--- config.mk ---
export PLATFORM = sky130hd
export DESIGN_NAME = ex_operand_stage
export DESIGN_NICKNAME = d
export VERILOG_FILES = /design/src/rtl/ex_operand_stage_pkg.sv /design/src/rtl/ex_operand_stage_fwd_mux.sv /design/src/rtl/ex_operand_stage.sv
export SDC_FILE = /design/constraint.sdc
export NUM_CORES = 1
export LEC_CHECK = 0
export ABC_AREA = 0
export BUFFER_PORTS_ARGS = -buffer_cell sky130_fd_sc_hd__buf_4
export CAP_MARGIN = 20
export CELL_PAD_IN_SITES_DETAIL_PLACEMENT = 1
export CELL_PAD_IN_SITES_GLOBAL_PLACEMENT = 1
export CORE_MARGIN = 3
export CORE_UTILIZATION = 30
export CTS_CLUSTER_DIAMETER = 30
export CTS_CLUSTER_SIZE = 30
export DETAILED_ROUTE_END_ITERATION = 7
export GPL_TIMING_DRIVEN = 0
export PLACE_DENSITY_LB_ADDON = 0.2
export SETUP_SLACK_MARGIN = 0.02
export SLEW_MARGIN = 5
export SYNTH_ARGS = -nofsm -noshare
export SYNTH_HDL_FRONTEND = slang
export SYNTH_SLANG_ARGS = --single-unit
--- constraint.sdc ---
create_clock -name clk -period 2.1 [get_ports clk]
set_input_delay 0.105 -clock clk [delete_from_list [all_inputs] [get_ports clk]]
set_output_delay 0.105 -clock clk [all_outputs]
set_load 0.005 [all_outputs]
--- src/rtl/ex_operand_stage_pkg.sv ---
// Shared definitions for the EX operand stage: function codes, shift-kind
// encoding, the ID/EX register layout and immediate extension.
package ex_operand_stage_pkg;

   localparam logic [5:0] FN_SLL  = 6'b000000;
   localparam logic [5:0] FN_SRL  = 6'b000010;
   localparam logic [5:0] FN_SRA  = 6'b000011;
   localparam logic [5:0] FN_SLLV = 6'b000100;
   localparam logic [5:0] FN_SRLV = 6'b000110;
   localparam logic [5:0] FN_ADD  = 6'b100000;
   localparam logic [5:0] FN_ADDU = 6'b100001;
   localparam logic [5:0] FN_SUB  = 6'b100010;
   localparam logic [5:0] FN_SUBU = 6'b100011;
   localparam logic [5:0] FN_AND  = 6'b100100;
   localparam logic [5:0] FN_OR   = 6'b100101;
   localparam logic [5:0] FN_XOR  = 6'b100110;
   localparam logic [5:0] FN_NOR  = 6'b100111;
   localparam logic [5:0] FN_SLT  = 6'b101010;
   localparam logic [5:0] FN_SLTU = 6'b101011;

   // A bubble presents OR 0,0 to the ALU: harmless and result-free.
   localparam logic [5:0] BUBBLE_FUNCT = FN_OR;

   typedef enum logic [1:0] {
      SK_NONE  = 2'b00,
      SK_SHAMT = 2'b01,
      SK_VAR   = 2'b10
   } shift_kind_e;

   typedef struct packed {
      logic        valid;
      logic [4:0]  rs;
      logic [4:0]  rt;
      logic [31:0] rs_val;
      logic [31:0] rt_val;
      logic [15:0] imm;
      logic        use_imm;
      logic        imm_sign;
      logic [4:0]  shamt;
      logic [1:0]  shift_kind;
      logic [5:0]  funct;
      logic [4:0]  dest;
      logic        reg_write;
      logic        mem_read;
   } idex_t;

   function automatic logic [31:0] ext_imm(input logic [15:0] imm, input logic sgn);
      return sgn ? {{16{imm[15]}}, imm} : {16'h0000, imm};
   endfunction

endpackage

--- src/rtl/ex_operand_stage_fwd_mux.sv ---
// Bypass select for one source register: EX/MEM beats MEM/WB beats the
// register-file value; register 0 is never bypassed.
module fwd_mux (
   input  logic [4:0]  src,
   input  logic [31:0] raw,
   input  logic        exmem_reg_write,
   input  logic [4:0]  exmem_dest,
   input  logic [31:0] exmem_result,
   input  logic        memwb_reg_write,
   input  logic [4:0]  memwb_dest,
   input  logic [31:0] memwb_result,
   output logic [31:0] fwd
);

   logic hit_exmem, hit_memwb;

   assign hit_exmem = exmem_reg_write && (exmem_dest != 5'd0) && (exmem_dest == src);
   assign hit_memwb = memwb_reg_write && (memwb_dest != 5'd0) && (memwb_dest == src);

   always_comb begin
      fwd = raw;
      if (hit_exmem)      fwd = exmem_result;
      else if (hit_memwb) fwd = memwb_result;
   end

endmodule

--- src/rtl/ex_operand_stage.sv ---
// ID/EX pipeline register with load-use stall detection, operand bypass and
// ALU operand selection.
module ex_operand_stage
   import ex_operand_stage_pkg::*;
(
   input  logic        clk,
   input  logic        rst,
   input  logic        id_valid,
   input  logic [4:0]  id_rs,
   input  logic [4:0]  id_rt,
   input  logic [31:0] id_rs_val,
   input  logic [31:0] id_rt_val,
   input  logic        id_use_rt,
   input  logic [15:0] id_imm,
   input  logic        id_use_imm,
   input  logic        id_imm_sign,
   input  logic [4:0]  id_shamt,
   input  logic [1:0]  id_shift_kind,
   input  logic [5:0]  id_funct,
   input  logic [4:0]  id_dest,
   input  logic        id_reg_write,
   input  logic        id_mem_read,
   input  logic        exmem_reg_write,
   input  logic [4:0]  exmem_dest,
   input  logic [31:0] exmem_result,
   input  logic        memwb_reg_write,
   input  logic [4:0]  memwb_dest,
   input  logic [31:0] memwb_result,
   input  logic        flush,
   output logic [31:0] alu_in1,
   output logic [31:0] alu_in2,
   output logic [5:0]  alu_funct,
   output logic        ex_valid,
   output logic [4:0]  ex_dest,
   output logic        ex_reg_write,
   output logic        ex_mem_read,
   output logic [31:0] ex_store_data,
   output logic        stall_id
);

   idex_t       idex_q, idex_d;
   logic [31:0] fwd_rs, fwd_rt;

   assign idex_d = '{valid:      id_valid,
                     rs:         id_rs,
                     rt:         id_rt,
                     rs_val:     id_rs_val,
                     rt_val:     id_rt_val,
                     imm:        id_imm,
                     use_imm:    id_use_imm,
                     imm_sign:   id_imm_sign,
                     shamt:      id_shamt,
                     shift_kind: id_shift_kind,
                     funct:      id_funct,
                     dest:       id_dest,
                     reg_write:  id_reg_write,
                     mem_read:   id_mem_read};

   // Load result not available until after MEM, so a dependent ID instruction waits.
   assign stall_id = id_valid && idex_q.valid && idex_q.mem_read && (idex_q.dest != 5'd0) &&
                     ((idex_q.dest == id_rs) || (id_use_rt && (idex_q.dest == id_rt)));

   always_ff @(posedge clk) begin
      if (rst)                   idex_q <= '0;
      else if (flush || stall_id) idex_q <= '0;
      else                       idex_q <= idex_d;
   end

   fwd_mux u_fwd_rs (
      .src(idex_q.rs), .raw(idex_q.rs_val),
      .exmem_reg_write(exmem_reg_write), .exmem_dest(exmem_dest), .exmem_result(exmem_result),
      .memwb_reg_write(memwb_reg_write), .memwb_dest(memwb_dest), .memwb_result(memwb_result),
      .fwd(fwd_rs)
   );

   fwd_mux u_fwd_rt (
      .src(idex_q.rt), .raw(idex_q.rt_val),
      .exmem_reg_write(exmem_reg_write), .exmem_dest(exmem_dest), .exmem_result(exmem_result),
      .memwb_reg_write(memwb_reg_write), .memwb_dest(memwb_dest), .memwb_result(memwb_result),
      .fwd(fwd_rt)
   );

   always_comb begin
      alu_in1   = '0;
      alu_in2   = '0;
      alu_funct = BUBBLE_FUNCT;
      if (idex_q.valid) begin
         alu_funct = idex_q.funct;
         case (idex_q.shift_kind)
            SK_SHAMT: begin
               alu_in1 = fwd_rt;
               alu_in2 = {27'd0, idex_q.shamt};
            end
            SK_VAR: begin
               alu_in1 = fwd_rt;
               alu_in2 = fwd_rs;
            end
            default: begin
               alu_in1 = fwd_rs;
               alu_in2 = idex_q.use_imm ? ext_imm(idex_q.imm, idex_q.imm_sign) : fwd_rt;
            end
         endcase
      end
   end

   assign ex_valid      = idex_q.valid;
   assign ex_dest       = idex_q.dest;
   assign ex_reg_write  = idex_q.valid && idex_q.reg_write;
   assign ex_mem_read   = idex_q.valid && idex_q.mem_read;
   assign ex_store_data = fwd_rt;

endmodule

== Word-level counts from Yosys, hierarchy flattened ==
Index checks and enable logic that the tools add are counted.
Operators by class
  equal/unequal tests: 8
  muxes and demuxes: 11
  reductions and logical operators: 20
Operator list (number)
  32-bit two-way mux: 9
  32-bit case mux with 2 select lines: 1
  5-bit equality test: 6
  5-bit nonzero test: 3
  1-bit logical AND: 13
  6-bit two-way mux: 1
  2-bit OR reduction: 2
  2-bit by 1-bit equality test with 1-bit output, second input constant: 1
  2-bit equality test, second input constant: 1
  1-bit logical OR: 2
Word-level totals
  flip-flop bits (word level): 113
  logic and storage cells: 53

== Logic depth before layout (Yosys ltp) ==
Gate-level depths: netlist of run 1.
  word-level depth: 8
  mapped depth: 9
  mapped depth without buffers: 7

== Hierarchy ==
From an unflattened synthesis of run 1, not the netlist that was laid out.
Unflattened totals
  cells, all modules: 966
  area, all modules: 7417.1 um^2
Modules (own cells, without submodules)
  ex_operand_stage: times used 1, cells an instance 596, area an instance 5082.4 um^2, sequential area each 2262.2 um^2
  fwd_mux: times used 2, cells an instance 185, area an instance 1167.4 um^2, sequential area each 0.0 um^2

== Worst setup path after synthesis of run 1 ==
No wires, ideal clock.
  path type: reg2reg
  start point: reg idex_q, in the netlist ex_dest[1]
  end point: reg idex_q, in the netlist ex_dest[0]
  arrival time: 1999 ps
  required time: 2041 ps
  setup slack: 42 ps
  cell stages (with the launch flop): 7
  buffers on the path: 2
  path through: dfxtp_1 -> or4_1 -> o211a_1 -> a211oi_1 -> buf_4 -> clkbuf_1 -> and2_1
Between the ends
  longest elaborated chain between the ends: 6
Ends and longest elaborated chain
  start, declared: line ex_operand_stage.sv:41  | idex_t idex_q, idex_d;
  start signal, assigned: line ex_operand_stage.sv:66  | else idex_q <= idex_d;
  5-bit equality test: line ex_operand_stage.sv:61  | ((idex_q.dest == id_rs) || (id_use_rt && (idex_q.dest == id_rt)));
  1-bit logical AND: line ex_operand_stage.sv:61
  1-bit logical OR: line ex_operand_stage.sv:61
  1-bit logical AND (*): line ex_operand_stage.sv:60  | assign stall_id = id_valid && idex_q.valid && idex_q.mem_read && (idex_q.dest != 5'd0) &&
  1-bit logical OR (*): line ex_operand_stage.sv:65  | else if (flush || stall_id) idex_q <= '0;
  2-bit OR reduction (no source line) (*)
Every way passes the cells marked *; elsewhere a longest branch is shown, timed or not.
A chain may end at the register's enable or synchronous reset.

== Worst setup path after layout of run 1 ==
  start point: reg idex_q[107] in the netlist's numbering
  end point: out alu_in2[30]
Between the ends
  longest elaborated chain between the ends: 6
Ends and longest elaborated chain
  5-bit equality test: line ex_operand_stage_fwd_mux.sv:18  | assign hit_memwb = memwb_reg_write && (memwb_dest != 5'd0) && (memwb_dest == src);
  1-bit logical AND: line ex_operand_stage_fwd_mux.sv:18
  32-bit two-way mux: line ex_operand_stage_fwd_mux.sv:23  | else if (hit_memwb) fwd = memwb_result;
  32-bit two-way mux (*): line ex_operand_stage_fwd_mux.sv:22  | if (hit_exmem) fwd = exmem_result;
  32-bit case mux with 2 select lines (*): line ex_operand_stage.sv:89  | case (idex_q.shift_kind)
  32-bit two-way mux (*): line ex_operand_stage.sv:87  | if (idex_q.valid) begin
  end, declared: line ex_operand_stage.sv:31  | output logic [31:0] alu_in2,
Marks and branches as above.

==> results of run 1 <==
-- power groups by stage --
stage	clock, mW	combinational, mW	sequential (mW)
2_1_floorplan	0	0.457	2.31
3_3_place_gp	0	1.08	2.32
3_5_place_dp	0	1.10	2.32
4_1_cts	3.06	1.55	2.29
5_1_grt	3.17	1.79	2.31
6_report	3.06	1.70	2.30
-- metrics by stage --
stage / area, µm² / hold WS [ns] / cells
floorplan: 6860 / 0.227 / 868
global placement: 9480 / 0.305 / 1450
detailed placement: 9480 / 0.310 / 1450
CTS: 13100 / 0.308 / 1614
global route: 13700 / 0.311 / 1625
finish: 13700 / 0.313 / 1625
-- kinds of logic after synthesis --
family | count (synthesis) | share of synthesized area [%]
flip-flops | 113 | 33.0
adder cells (fa/ha/maj) | 2 | 0.365
AND/OR/NAND/NOR | 336 | 27.5
AO/OA/AOI/OAI | 283 | 28.8
XOR/XNOR | 30 | 3.83
buffers and inverters | 104 | 6.54
-- cell type report --
type                       count  share of cell area (%)
buffer                        78                    6.36
clock buffer                  21                    3.45
clock inverter                 9                   0.972
inverter                      19                   0.522
multi-input combinational    651                    40.7
sequential                   113                    16.7
tap                          280                    2.57
timing repair buffer         454                    28.7
-- final timing paths --
| check | start | end | cells past startpoint |
|---|---|---|---|
| min | rst | idex_q[71] | 5 |
| min reg2reg | ex_dest[0] | idex_q[71] | 5 |
| max | idex_q[107] | alu_in2[30] | 8 |
| max reg2reg | ex_dest[1] | idex_q[47] | 7 |
-- flip-flops by register name (all words and copies together) (netlist names) --
| name | flops |
|---|---|
| idex_q | 107 |
| ex_dest | 5 |
| ex_valid | 1 |
-- worst register-to-register path, delay by kind of cell (launching register included) --
kind                   cells  cell delay (ns)
AO/OA/AOI/OAI              2             0.49
flip-flops                 1             0.35
buffers and inverters      3             0.51
AND/OR/NAND/NOR            2             0.66
-- routing by layer --
layer	routed length, µm	track usage, %	up-vias
met5	0	0	-
met4	1490	12.8	0
met3	3810	7.26	113
met2	20300	55.3	559
met1	16000	38.5	4567
li1	-	-	4088
-- layout by cell type, fill, tap and decap left out, types with 8 or more instances in the layout --
master	Yosys	routed
a21o_1	11	11
dfxtp_2	0	10
dfxtp_1	113	101
clkbuf_8	0	15
a21oi_1	12	8
a31oi_1	21	14
clkbuf_4	0	11
a21boi_0	11	11
buf_8	0	11
xnor2_1	27	18
and3_1	54	27
clkbuf_16	0	24
and2_1	120	118
o31ai_4	0	9
or4_1	13	10
clkbuf_2	0	13
o32ai_2	0	26
a211oi_2	0	11
o21ai_1	1	12
and3_4	0	26
buf_4	6	310
xnor2_2	0	9
buf_6	3	35
a211oi_4	0	31
nor2_1	56	36
o31a_1	11	11
inv_1	19	19
o21ai_0	69	51
a211o_1	16	16
nand3_1	32	32
dlygate4sd3_1	0	113
nor2_2	0	19
buf_12	0	11
o22ai_1	17	11
nand2_1	23	19
nor3_1	16	11
-- repair_timing --
action,in CTS,in global routing
gates cloned,2,2
endpoints found under the setup margin,209,197
pin swaps,89,42
buffers inserted,26,9
resized for setup,401,105
hold endpoints to repair,113,0
hold buffers,113,0
==> qor.yml, run 1 <==
synth_area_um2: 6860
cts_max_path_buffers: 2
crit_buf_inv: 3
drt-initial-drc-count: 700
dp_slack_ns: -1.38
synth_area_leaders: "dfxtp_1 (33%), and2_1 (11%), o21ai_0 (5.0%), and3_1 (4.9%), a211oi_1 (4.8%)"
ir_drop_uv: 544
critPathMaxStageDelay_ns: 0.45
p_total_mw: 7.06
tns_ns: -31.59
internal-power_mw: 5.08
tightest_slew_ns: 0.548
fillCellCount: 2442
cts_root_buffer: "clkbuf_16"
multi_input_area_um2: 5560
hp-class: "input port to register"
cts_sinks: 113
fmax_ghz: 0.375
power_frac_comb_pct: 24.1
ys.flop_type: "dfxtp_1"
yosysWarnings: 0
grt_pass1_wl_um: 60000
syn-num-nets: 1063
cp.required_ns: 2.00
wirelength_um: 41700
cts_tree: "yes"
status: "complete, but fails checks"
first_pass_iters: 5
synthArstFlopShare_pct: 0
avgSynthCellArea_um2: 7.91
grt_overflow_total: 0
core_um2: 22200
clkSlewWorstSetupHoldPaths_ns: 0.05
synth_edf_count: 0
wl_per_cell_um: 25.6
worst_slack_ns: -0.564
hold_violations: 0
synth_top_area_share_pct: 33.0
fp.dieW_um: 157
slew_headroom_pct: 63.5
globalplace.congestion: 0.859
vias: 9327
row_count: 54
path_cells: "xnor2_1 > o211a_1 > buf_6 > nand2_2 > clkbuf_2 > o21ai_0 > o22ai_2 > buf_4"
violations: "setup timing"
synth_most_common_cell: "and2_1"
clkPwrFrac_pct: 43.3
arrival_ns: 2.56
synth_cells: 868
antennaDiodeCount: 0
period_share_pct: 127
final_util_pct: 61.6
final_layout_size_suffix_gt1_share_pct: 48.6
setup.worst_path.class: "register to primary output"
synth_cell_types: 46
clock_tree.htree_level_count: 4
grt_pass1_vias: 10000
crit_slowest_cell: "o21ai_0"
nets: 1529
grt_antenna_before_repair: 1
drc: 0
seq_power_share_pct: 32.6
power.share.switching_pct: 28.0
power_switching_mw: 1.98
regArea_um2: 2280
yosys-top-cells-count: "and2_1 (120), dfxtp_1 (113), o21ai_0 (69), clkbuf_1 (63), nor2_1 (56)"
grt_use_total_pct: 32.0
worstSetupStartpointType: "register"
areaGrowthSynthToFinish_pct: 98.9
die_y_um: 157
ys_seq_area_share_pct: 33.0
grt_max_degree: 17
slew_violations: 0
ys_ff_latch: 113
skew_ns: 0.0130
via_per_inst: 5.74
cts_buffers: 17
io_pins: 304
initial_core_util_pct: 31.0
postRouteAntennaNets: 0
p_leak_nw: 5.86
endpoint_kind: "primary output"
dieArea_um2: 24700
maxCapViolCount: 0
io_buffers: 302
dp_hpwl_um: 26500
r2r_setup_slack_ns: 0.05
synth_top_cell_by_area: "dfxtp_1"
setup_violations: 96
cp_max_fo: 10
min_period_ns: 2.66
clk_latency_ns: 0.43
grt_setup_unrepaired: "true"
cpLargestDelayFamily: "compound AO/OA/AOI/OAI gates"
power_density_nw_per_um2: 517
No activity file was read; power rests on OpenSTA's default activity.
==> inputs of run 2 (changes only) <==
- CORE_UTILIZATION: 30 -> 31
- SKIP_CTS_REPAIR_TIMING: not set -> 1
- SYNTH_HIERARCHICAL: not set -> 1
- clock period: 2.1 -> 2.2 ns (I/O delays scaled with it)
==> qor.yml, run 2 <==
status: "complete, but fails checks"
violations: "setup timing"
cp_max_fo: 10  # unchanged
clk_latency_ns: 0.43  # about the same
yosysWarnings: 6  # +6
dp.cells: 1582  # +9.1%
final_layout_size_suffix_gt1_share_pct: 48.7  # +0.095 points
crit_buf_inv: 2  # -1
tns_ns: -38.06  # -6.47 ns
worst_slack_ns: -0.660  # -0.0956 ns
syn-num-nets: 1161  # +9.2%
arrival_ns: 2.75  # +0.19 ns
dp_slack_ns: -0.724  # +0.654 ns
avgSynthCellArea_um2: 7.68  # -2.9%
drc: 0  # unchanged
wirelength_um: 42900  # +3.1%
dp_hpwl_um: 28000  # +5.7%
synth_cells: 966  # +11%
period_share_pct: 130
critPathMaxStageDelay_ns: 0.44  # about the same
grt_pass1_vias: 9189  # -8.6%
drt-initial-drc-count: 730  # +4.3%
core_um2: 23100  # +4.0%
min_period_ns: 2.86
fp.dieW_um: 161  # +2.2%
setup_violations: 97  # +1.0%
via_per_inst: 5.71  # -0.55%
synth_top_area_share_pct: 30.5  # -2.5 points
stdcell_count: 1759  # +8.2%
setup.worst_path.class: "register to primary output"
skew_ns: 0.0227  # +0.00972 ns
maxCapViolCount: 0  # unchanged
slew_headroom_pct: 32.4  # -31 points
postRouteAntennaNets: 0  # unchanged
path_cells: "xnor2_2 > nand3_4 > clkbuf_2 > nor4_2 > a31oi_4 > mux2_2 > a22oi_2 > nor2_1 > buf_4"
areaGrowthSynthToFinish_pct: 86.4
dieArea_um2: 25800  # +4.4%
power_density_nw_per_um2: 510  # -1.3%
cp.required_ns: 2.09  # +0.09 ns
hold_violations: 0  # unchanged
fillCellCount: 2614  # +7.0%
tightest_slew_ns: 1.01  # +0.466 ns
ys.flop_type: "dfxtp_1"
synth_cell_types: 39  # -15%
wl_per_cell_um: 24.4  # -4.8%
vias: 10000  # +7.7%
cts_buffers: 17  # unchanged
synth_area_leaders: "dfxtp_1 (30%), a21oi_2 (7.1%), nand2_1 (7.0%), o31ai_1 (6.5%), nor4_1 (5.6%)"
holdWs_ns: 0.269  # -0.0437 ns
yosys-top-cells-count: "nand2_1 (138), dfxtp_1 (113), clkbuf_1 (80), a21oi_1 (69), nor4_1 (66)"
clkSlewWorstSetupHoldPaths_ns: 0.06  # about the same
grt_overflow_total: 0  # unchanged
globalplace.congestion: 0.911  # +6.0%
synth_most_common_cell: "nand2_1"
synth_edf_count: 0  # unchanged
synth_area_um2: 7420  # +8.1%
multi_input_area_um2: 5980  # +7.6%
io_pins: 304  # unchanged
largest_reg_flops: 107  # unchanged
cts_sinks: 113  # unchanged
ys_seq_area_share_pct: 30.5  # -2.5 points
largest_register: "idex_q"
cts_max_path_buffers: 2  # unchanged
synthArstFlopShare_pct: 0  # unchanged
layout_common_cells: "buf_4 (338), nand2_1 (134), dlygate4sd3_1 (113)"
grt_use_total_pct: 26.8  # -5.2 points
grt_setup_unrepaired: "true"
worstSetupStartpointType: "register"
clock_tree.htree_level_count: 4  # unchanged
die_y_um: 161  # +2.2%
p_leak_nw: 5.34  # -8.8%
cts_root_buffer: "clkbuf_16"
nets: 1627  # +6.4%
ir_drop_uv: 559  # +2.7%
cts_tree: "yes"
p_total_mw: 7.05  # about the same
row_count: 55  # +1.9%
io_buffers: 303  # +0.33%
hp-class: "input port to register"
endpoint_kind: "primary output"
regArea_um2: 2280  # about the same
synth_top_cell_by_area: "dfxtp_1"
first_pass_iters: 6  # +1
grt_max_degree: 17  # unchanged
layout_commonest_cell: "buf_4"
initial_core_util_pct: 32.2  # +1.2 points
fmax_ghz: 0.350
slew_violations: 0  # unchanged
ys_ff_latch: 113  # unchanged
cpLargestDelayFamily: "simple AND/OR/NAND/NOR gates"
grt_antenna_before_repair: 1  # unchanged
crit_slowest_cell: "dfxtp_1"
grt_pass1_wl_um: 53900  # -10%
run 2: changes by cell type after synthesis, sizes merged, moves of 52 or more:
cell   before  now
nand2      23  138
a21oi      12  131
and3       54    2
o21ai      70   18
nand4       3   65
and2      122   10
nor4        0   66
run 2: layer usage:
metal	vias up	routed length, µm	GRT usage (%)
met2	443	21300	44.1
met4	0	1470	7.69
li1	4538	-	-
met1	4958	17800	34.8
met3	102	2410	6.42
met5	-	0	0
run 2: worst paths after layout:
kind / startpoint / cells after the start / slack [ns] / end
min: flush / 5 / 0.27 / idex_q[101]
max reg2reg: ex_dest[1] / 5 / 0.21 / idex_q[90]
max: idex_q[102] / 9 / -0.66 / alu_in2[6]
min reg2reg: ex_dest[1] / 5 / 1.07 / idex_q[86]
run 2: kinds of logic (layout without fill, tap and decap cells):
family / Yosys count / after routing / synth area share, %
buffers and inverters: 131 / 610 / 8.64
multiplexers: 48 / 48 / 6.66
flip-flops: 113 / 113 / 30.5
AND/OR/NAND/NOR: 343 / 343 / 22.8
AO/OA/AOI/OAI: 303 / 303 / 28.0
other: 0 / 1 / 0
XOR/XNOR: 26 / 26 / 3.07
adder cells (fa/ha/maj): 2 / 2 / 0.337
run 2: where the power goes:
group	total, mW	switching (mW)	internal, mW
clock	2.90	1.11	1.80
combinational	1.96	1.07	0.895
sequential	2.19	0.0589	2.13
total	7.05	2.23	4.82
run 2: metrics by stage:
stage                     utilization, %  cell area (µm²)
after floorplan                        -             7420
after global placement              43.7            10100
after detailed placement            43.7            10100
after CTS                           46.4            10700
after global routing                60.0            13800
final                               60.0            13800
run 2: final cells by class:
type                            count  share of cell area, %
Antenna cell                        1                 0.0181
Buffer                            121                   5.62
Clock buffer                       18                   3.10
Clock inverter                     14                   1.28
Inverter                            3                 0.0814
Multi-Input combinational cell    722                   43.3
Sequential cell                   113                   16.5
Tap cell                          313                   2.83
Timing Repair Buffer              454                   27.3
run 2: worst reg2reg max path, delay by kind of cell (launching register included):
kind	cells	cell delay (ns)
AOI/OAI and AO/OA	2	0.60
and+or+nand+nor	1	0.52
buffers and inverters	2	0.40
DFF	1	0.35
